--- config.mk ---
export PLATFORM = sky130hd
export DESIGN_NAME = sdhci_buffer_port
export DESIGN_NICKNAME = d
export VERILOG_FILES = /design/src/rtl/sdhci_pkg.sv /design/src/rtl/sdhci_buffer_fifo.sv /design/src/rtl/sdhci_buffer_port.sv
export SDC_FILE = /design/constraint.sdc
export NUM_CORES = 2
export LEC_CHECK = 0
export ABC_AREA = 1
export CORE_MARGIN = 1.5
export CORE_UTILIZATION = 55
export CTS_BUF_LIST = sky130_fd_sc_hd__clkbuf_16
export CTS_CLUSTER_DIAMETER = 120
export DETAILED_ROUTE_END_ITERATION = 10
export PLACE_DENSITY_LB_ADDON = 0.05
export SYNTH_ARGS = -nofsm -noshare
export SYNTH_HDL_FRONTEND = slang
export SYNTH_SLANG_ARGS = --single-unit
--- constraint.sdc ---
create_clock -name clk_i -period 4.8 [get_ports clk_i]
set_input_delay 0.72 -clock clk_i [delete_from_list [all_inputs] [get_ports clk_i]]
set_output_delay 0.72 -clock clk_i [all_outputs]
set_load 0.1 [all_outputs]
--- src/rtl/sdhci_pkg.sv ---
// Shared types and helpers for the SDHCI buffer data port.
// Holds the buffer state enum, the block-length width and the byte-to-word rounding.
package sdhci_pkg;

  typedef enum logic [1:0] {
    BUF_IDLE  = 2'd0,
    BUF_WRITE = 2'd1,
    BUF_READ  = 2'd2
  } sdhci_buf_state_e;

  localparam int SdhciBlkWordsW = 10;

  // Round a byte count up to whole 32-bit words; 4093..4095 bytes wrap to 0 (invalid anyway).
  function automatic logic [SdhciBlkWordsW-1:0] sdhci_buf_blk_words(input logic [11:0] bs);
    return SdhciBlkWordsW'(({1'b0, bs} + 13'd3) >> 2);
  endfunction

endpackage

--- src/rtl/sdhci_buffer_fifo.sv ---
// Synchronous first-word-fall-through FIFO with flush, fill/free counts and flags.
// Head word reads as 0 while the FIFO is empty.
module sdhci_buffer_fifo #(
  parameter int DataWidth  = 32,
  parameter int DepthWords = 128
) (
  input  logic                          clk_i,
  input  logic                          rst_ni,
  input  logic                          flush_i,
  input  logic                          push_i,
  input  logic [DataWidth-1:0]          wdata_i,
  input  logic                          pop_i,
  output logic [DataWidth-1:0]          rdata_o,
  output logic [$clog2(DepthWords):0]   fill_o,
  output logic [$clog2(DepthWords):0]   free_o,
  output logic                          full_o,
  output logic                          empty_o
);
  localparam int AW = $clog2(DepthWords);
  localparam int CW = AW + 1;

  logic [DataWidth-1:0] r_mem [DepthWords];
  logic [AW-1:0]        r_wptr, r_rptr;
  logic [CW-1:0]        r_fill;
  logic                 w_push, w_pop;

  assign full_o  = (r_fill == CW'(DepthWords));
  assign empty_o = (r_fill == '0);
  assign fill_o  = r_fill;
  assign free_o  = CW'(DepthWords) - r_fill;
  assign w_push  = push_i & ~full_o;
  assign w_pop   = pop_i & ~empty_o;
  assign rdata_o = empty_o ? '0 : r_mem[r_rptr];

  always_ff @(posedge clk_i) begin
    if (w_push) r_mem[r_wptr] <= wdata_i;
  end

  always_ff @(posedge clk_i) begin
    if (!rst_ni || flush_i) begin
      r_wptr <= '0;
      r_rptr <= '0;
      r_fill <= '0;
    end else begin
      if (w_push) r_wptr <= r_wptr + 1'b1;
      if (w_pop)  r_rptr <= r_rptr + 1'b1;
      r_fill <= r_fill + CW'(w_push) - CW'(w_pop);
    end
  end

endmodule

--- src/rtl/sdhci_buffer_port.sv ---
// Block-granular buffer behind the SDHCI Buffer Data Port: state machine, enables, interrupt pulses.
// Optional sticky host access error is built only when SDHCI_BUFFER_ERR_EN is defined.
module sdhci_buffer_port
  import sdhci_pkg::*;
#(
  parameter int DataWidth  = 32,
  parameter int DepthWords = 128
) (
  input  logic                 clk_i,
  input  logic                 rst_ni,
  input  logic                 start_i,
  input  logic                 abort_i,
  input  logic                 dir_i,
  input  logic [11:0]          block_size_i,
  input  logic [DataWidth-1:0] host_wdata_i,
  input  logic                 host_we_i,
  input  logic                 host_re_i,
  output logic [DataWidth-1:0] host_rdata_o,
  input  logic [DataWidth-1:0] card_wdata_i,
  input  logic                 card_wvalid_i,
  output logic                 card_wready_o,
  output logic [DataWidth-1:0] card_rdata_o,
  output logic                 card_rvalid_o,
  input  logic                 card_rready_i,
  output logic                 buf_wr_en_o,
  output logic                 buf_rd_en_o,
  output logic                 buf_wr_rdy_o,
  output logic                 buf_rd_rdy_o,
  output logic                 err_o
);
  localparam int CW = $clog2(DepthWords) + 1;
  localparam int TW = CW + SdhciBlkWordsW;

  sdhci_buf_state_e          r_state;
  logic [SdhciBlkWordsW-1:0] r_blk_words, r_host_cnt;
  logic                      r_blk_ok, r_wr_thr, r_rd_thr;
  logic                      r_wr_en, r_rd_en, r_wr_rdy, r_rd_rdy;

  logic                      w_flush, w_push, w_pop, w_full, w_empty;
  logic                      w_host_push, w_host_pop, w_card_push, w_card_pop, w_last;
  logic [CW-1:0]             w_fill, w_free, w_fill_nxt, w_free_nxt;
  logic [DataWidth-1:0]      w_rdata, w_wdata;
  logic [SdhciBlkWordsW-1:0] w_start_blk;
  logic                      w_rd_hit, w_wr_hit, w_rd_hit_nxt, w_wr_hit_nxt;

  assign w_flush     = start_i | abort_i;
  assign w_host_push = r_wr_en & host_we_i & ~w_full;
  assign w_host_pop  = r_rd_en & host_re_i & ~w_empty;
  assign w_card_push = (r_state == BUF_READ)  & card_wvalid_i & ~w_full;
  assign w_card_pop  = (r_state == BUF_WRITE) & card_rready_i & ~w_empty;
  assign w_push      = w_host_push | w_card_push;
  assign w_pop       = w_host_pop  | w_card_pop;
  assign w_wdata     = (r_state == BUF_WRITE) ? host_wdata_i : card_wdata_i;
  assign w_last      = (w_host_push | w_host_pop) && (r_host_cnt + 1'b1 == r_blk_words);
  assign w_start_blk = sdhci_buf_blk_words(block_size_i);

  sdhci_buffer_fifo #(.DataWidth(DataWidth), .DepthWords(DepthWords)) u_fifo (
    .clk_i  (clk_i),
    .rst_ni (rst_ni),
    .flush_i(w_flush),
    .push_i (w_push),
    .wdata_i(w_wdata),
    .pop_i  (w_pop),
    .rdata_o(w_rdata),
    .fill_o (w_fill),
    .free_o (w_free),
    .full_o (w_full),
    .empty_o(w_empty)
  );

  // On the edge that closes a block the threshold is taken from the post-edge count,
  // so a stale pre-pop/pre-push level can never re-arm an incomplete block.
  assign w_fill_nxt   = w_fill + CW'(w_push) - CW'(w_pop);
  assign w_free_nxt   = CW'(DepthWords) - w_fill_nxt;
  assign w_rd_hit     = TW'(w_fill)     >= TW'(r_blk_words);
  assign w_wr_hit     = TW'(w_free)     >= TW'(r_blk_words);
  assign w_rd_hit_nxt = TW'(w_fill_nxt) >= TW'(r_blk_words);
  assign w_wr_hit_nxt = TW'(w_free_nxt) >= TW'(r_blk_words);

  always_ff @(posedge clk_i) begin
    if (!rst_ni || w_flush) begin
      r_state    <= BUF_IDLE;
      r_host_cnt <= '0;
      r_wr_thr   <= 1'b0;
      r_rd_thr   <= 1'b0;
      r_wr_en    <= 1'b0;
      r_rd_en    <= 1'b0;
      r_wr_rdy   <= 1'b0;
      r_rd_rdy   <= 1'b0;
      if (!rst_ni) begin
        r_blk_words <= '0;
        r_blk_ok    <= 1'b0;
      end else if (!abort_i) begin
        r_state     <= dir_i ? BUF_READ : BUF_WRITE;
        r_blk_words <= w_start_blk;
        r_blk_ok    <= (w_start_blk != '0) && (TW'(w_start_blk) <= TW'(DepthWords));
      end
    end else begin
      r_wr_rdy <= 1'b0;
      r_rd_rdy <= 1'b0;
      r_rd_thr <= (r_state == BUF_READ)  && r_blk_ok && (w_last ? w_rd_hit_nxt : w_rd_hit);
      r_wr_thr <= (r_state == BUF_WRITE) && r_blk_ok && (w_last ? w_wr_hit_nxt : w_wr_hit);
      if (w_host_push || w_host_pop)
        r_host_cnt <= w_last ? '0 : r_host_cnt + 1'b1;
      if (w_last) begin
        r_wr_en <= 1'b0;
        r_rd_en <= 1'b0;
      end else begin
        if (!r_rd_en && r_rd_thr) begin
          r_rd_en  <= 1'b1;
          r_rd_rdy <= 1'b1;
        end
        if (!r_wr_en && r_wr_thr) begin
          r_wr_en  <= 1'b1;
          r_wr_rdy <= 1'b1;
        end
      end
    end
  end

  assign host_rdata_o  = w_rdata;
  assign card_rdata_o  = w_rdata;
  assign card_wready_o = (r_state == BUF_READ)  & ~w_full;
  assign card_rvalid_o = (r_state == BUF_WRITE) & ~w_empty;
  assign buf_wr_en_o   = r_wr_en;
  assign buf_rd_en_o   = r_rd_en;
  assign buf_wr_rdy_o  = r_wr_rdy;
  assign buf_rd_rdy_o  = r_rd_rdy;

`ifdef SDHCI_BUFFER_ERR_EN
  logic r_err;
  always_ff @(posedge clk_i) begin
    if (!rst_ni || w_flush)
      r_err <= 1'b0;
    else if ((host_re_i && !r_rd_en) || (host_we_i && !r_wr_en))
      r_err <= 1'b1;
  end
  assign err_o = r_err;
`else
  assign err_o = 1'b0;
`endif

endmodule

==> summary.md <==
| Metric | Value |
|---|---|
| Status | complete, no violations |
| Arrival @ worst endpoint | 4.05 ns |
| Element type at the critical path end | output pin |
| Worst slack, placed | 0.283 ns |
| Endpoints failing hold | 0 |
| Unrepaired setup endpoints after global routing | true |
| Setup TNS | 0 ns |
| Layout cell share with drive strength beyond 1 | 9.27% |
| Worst Path Buf+Inv | 5 |
| Delay-heaviest family, CP | simple AND/OR/NAND/NOR gates |
| Port Buffer Count | 154 |
| Startpoint type of the worst setup path | flip-flop |
| Clock Skew | 0.0501 ns |
| H-tree lvl count | 5 |
| Die ar. | 0.312 mm² |
| Global placer's final weighted congestion | about 0.90 |
| HPWL after DPL | about 270000 µm |
| Clock transition at path regs | 0.06 ns |
| Tmin final | between 4 and 5 ns |
| Tcrit/Tclk final | 99.3% |
| Commonest non-fill, non-tap cells in the layout | 4635 x nand2_1, 4109 x edfxtp_1, 3890 x nand3_1, 436 x clkbuf_16, 323 x buf_4 |
| Ports | 156 |
| Most common cell after layout, fill and taps aside | nand2_1 |
| Min-Delay Startpoint | dir_i |
| Drt wl/cell | between 20 and 30 µm |
| Die height | 559 µm |
| Max-cap violations | 0 |
| # DRC | 0 |
| Ys async rst share | 0% |
| Initial Util | 55.4% |
| Nets | 14600 |
| Yosys reg bits | between 4000 and 5000 |
| Synth Net Count | about 14000 |
| FMAX | 210 MHz |
| Fillers | 23400 |
| Via Count | 115000 |
| Initial antenna violation count | 18 |
| TritonRoute pass-1 iters | 8 |
| Cells after DPL | 18100 |
| Worst-Margin Slew | ~1.2 ns |
| Synth cell types | 40 |
| Critical Path Max Stage Delay | 0.45 ns |
| Clk sinks | 4154 |
| Number of synthesized flops with an enable pin | between 4000 and 5000 |
| Hold WC Path Type | input port to flip-flop |
| Area delta synth->final | 13.7% |
| Synth top area cells | edfxtp_1 73%, nand3_1 12%, nand2_1 10% |
| Post-place instance area | between 0.15 and 0.2 mm² |
| Leakage power | 69.0 nW |
| Antenna Nets Post-Route | 0 |
| Syn Area/Cell | 11.8 µm² |
| Area leader, netlist | edfxtp_1 |
| Crit-path cells | buf_12 -> buf_16 -> buf_16 -> nand2_1 -> nand3_1 -> nand3_1 -> nand3_1 -> nand3_2 -> nand2_1 -> nand2_1 -> nand3_1 -> nand2_2 -> nor2_1 -> buf_4 -> buf_12 |
| Clock Latency Late Sink | 0.97 ns |
| Total wire length | ~510000 µm |
| RR Startpoint | u_fifo.fill_o[0] |
| Worst slew margin | between 20% and 30% |
| Sequential cell area fraction in the yosys report | between 70% and 80% |
| Inserted Clock Buffers | ~430 |
| Overflow after GRT | 0 |
| Vias per cell | 6.06 |
| WS Path Type | flip-flop to output pin |
| CTS tree | done |
| # hold bufs at CTS | 0 |
| CP max-delay cell | dfxtp_4 |
| Max Slew Vio Count | 0 |
| Die extent in x | 559 µm |
| Row Count | 203 |
| Post-Syn Area | 0.170 mm² |
| Final Cell Area | between 0.15 and 0.2 mm² |
| Worst vdd rail ir drop | 0.311 mV |
| Worst setup slack after layout | between 0.03 and 0.04 ns |
| Largest net degree at the start of global routing | 140 |
| Vias in the first global route | 107000 |
| Pwr per Cell Area | 386 mW/mm² |
| Iteration-0 DRC Markers | between 15000 and 20000 |
| CP Max Fanout | 58 |
| Clock Root Buffer | clkbuf_16 |
| First-pass GRT wire length | roughly 740000 µm |
| Core area | 0.307 mm² |
| Synth warnings | 0 |
| Fin cells | 19000 |
| Power, Total | 74.6 mW |
| Synth top area share | 72.6% |
| Setup violators final | 0 |
| Fin util | 63.0% |
| Cells after synthesis | 14400 |
| CP required | roughly 4.1 ns |
| Clock tree buffer depth | 4 |
| Most common cell on crit path | nand3_1 |
| GRT Util Overall | 32.4% |
| Final hold slack | 0.392 ns |
| Most used flip-flop cell after synthesis | edfxtp_1 |
-- synth_stat cells, types with 2 or more instances --
library cell and n:
nor4_1 2, dfxtp_1 45, a21oi_1 40, nand2_2 5, inv_2 12, ha_1 53, and3_1 3, buf_1 61
fa_1 2, o22ai_1 3, clkbuf_1 176, inv_1 198, nand4_1 8, buf_2 495, nor3_1 13, nand2_1 4718
clkinv_1 2, edfxtp_1 4109, buf_6 49, nor2_2 5, or2_2 2, o21ai_0 22, xor2_1 18, xnor2_1 4
nor2_1 217, o21ai_1 3, nand3b_1 3, nand3_1 3914, buf_4 165
-- path summary, 6_finish.rpt --
check                     end  slack, ns  cells after the start
max          card_rdata_o[16]       0.03                     15
max reg2reg          r_wr_thr       0.42                     26
min                r_state[0]       0.39                      2
min reg2reg      buf_rd_rdy_o       0.47                      1
-- registers in the layout, indices dropped and copies added (netlist names), 2 cells and up, named ones only --
register,cells
r_state,2
u_fifo.r_wptr,7
r_host_cnt,10
u_fifo.r_mem,4096
r_blk_words,10
u_fifo.r_rptr,7
u_fifo.fill_o,8
-- cell families (layout without fill, tap and decap cells) --
kind of cell | after synthesis | after routing | share of synthesized area [%]
AND/OR/NAND/NOR | 8892 | 8892 | 22.6
flip-flops | 4154 | 4154 | 73.1
buffers and inverters | 1161 | 1654 | 3.53
AO/OA/AOI/OAI | 73 | 73 | 0.230
adder cells (fa/ha/maj) | 55 | 55 | 0.414
XOR/XNOR | 22 | 22 | 0.113
other | 1 | 13 | 0.00221
-- where the power goes --
part | internal (mW) | switching [mW]
Combinational | 0.280 | 1.68
Clock | 18.2 | 14.0
Sequential | 40.4 | 0.0138
-- area by class of cell --
type | count | area, µm² | area share, %
Antenna cell | 12 | 30.0 | 0.0155
Clock buffer | 429 | 10700 | 5.56
Clock inverter | 355 | 2820 | 1.46
Inverter | 213 | 871 | 0.451
Multi-Input combinational cell | 9043 | 40800 | 21.1
Sequential cell | 4154 | 124000 | 64.3
Tap cell | 4100 | 5130 | 2.66
Timing Repair Buffer | 652 | 8450 | 4.38
Timing Repair inverter | 5 | 73.8 | 0.0382
-- what timing repair did --
action / in CTS / in global routing
hold endpoints to repair: 0 / 0
buffers inserted: 5 / 5
gates cloned: 23 / 7
pin swaps: 0 / 0
setup endpoints to repair: 64 / 64
gates resized for setup: 97 / 54
-- metal layers --
metal  global-route usage, %  routed length [µm]
met1                    47.0              208000
met2                    49.6              232000
met3                    5.64               52000
met4                    11.3               19000
met5                       0                  13
(Power assumes the default switching activity.)
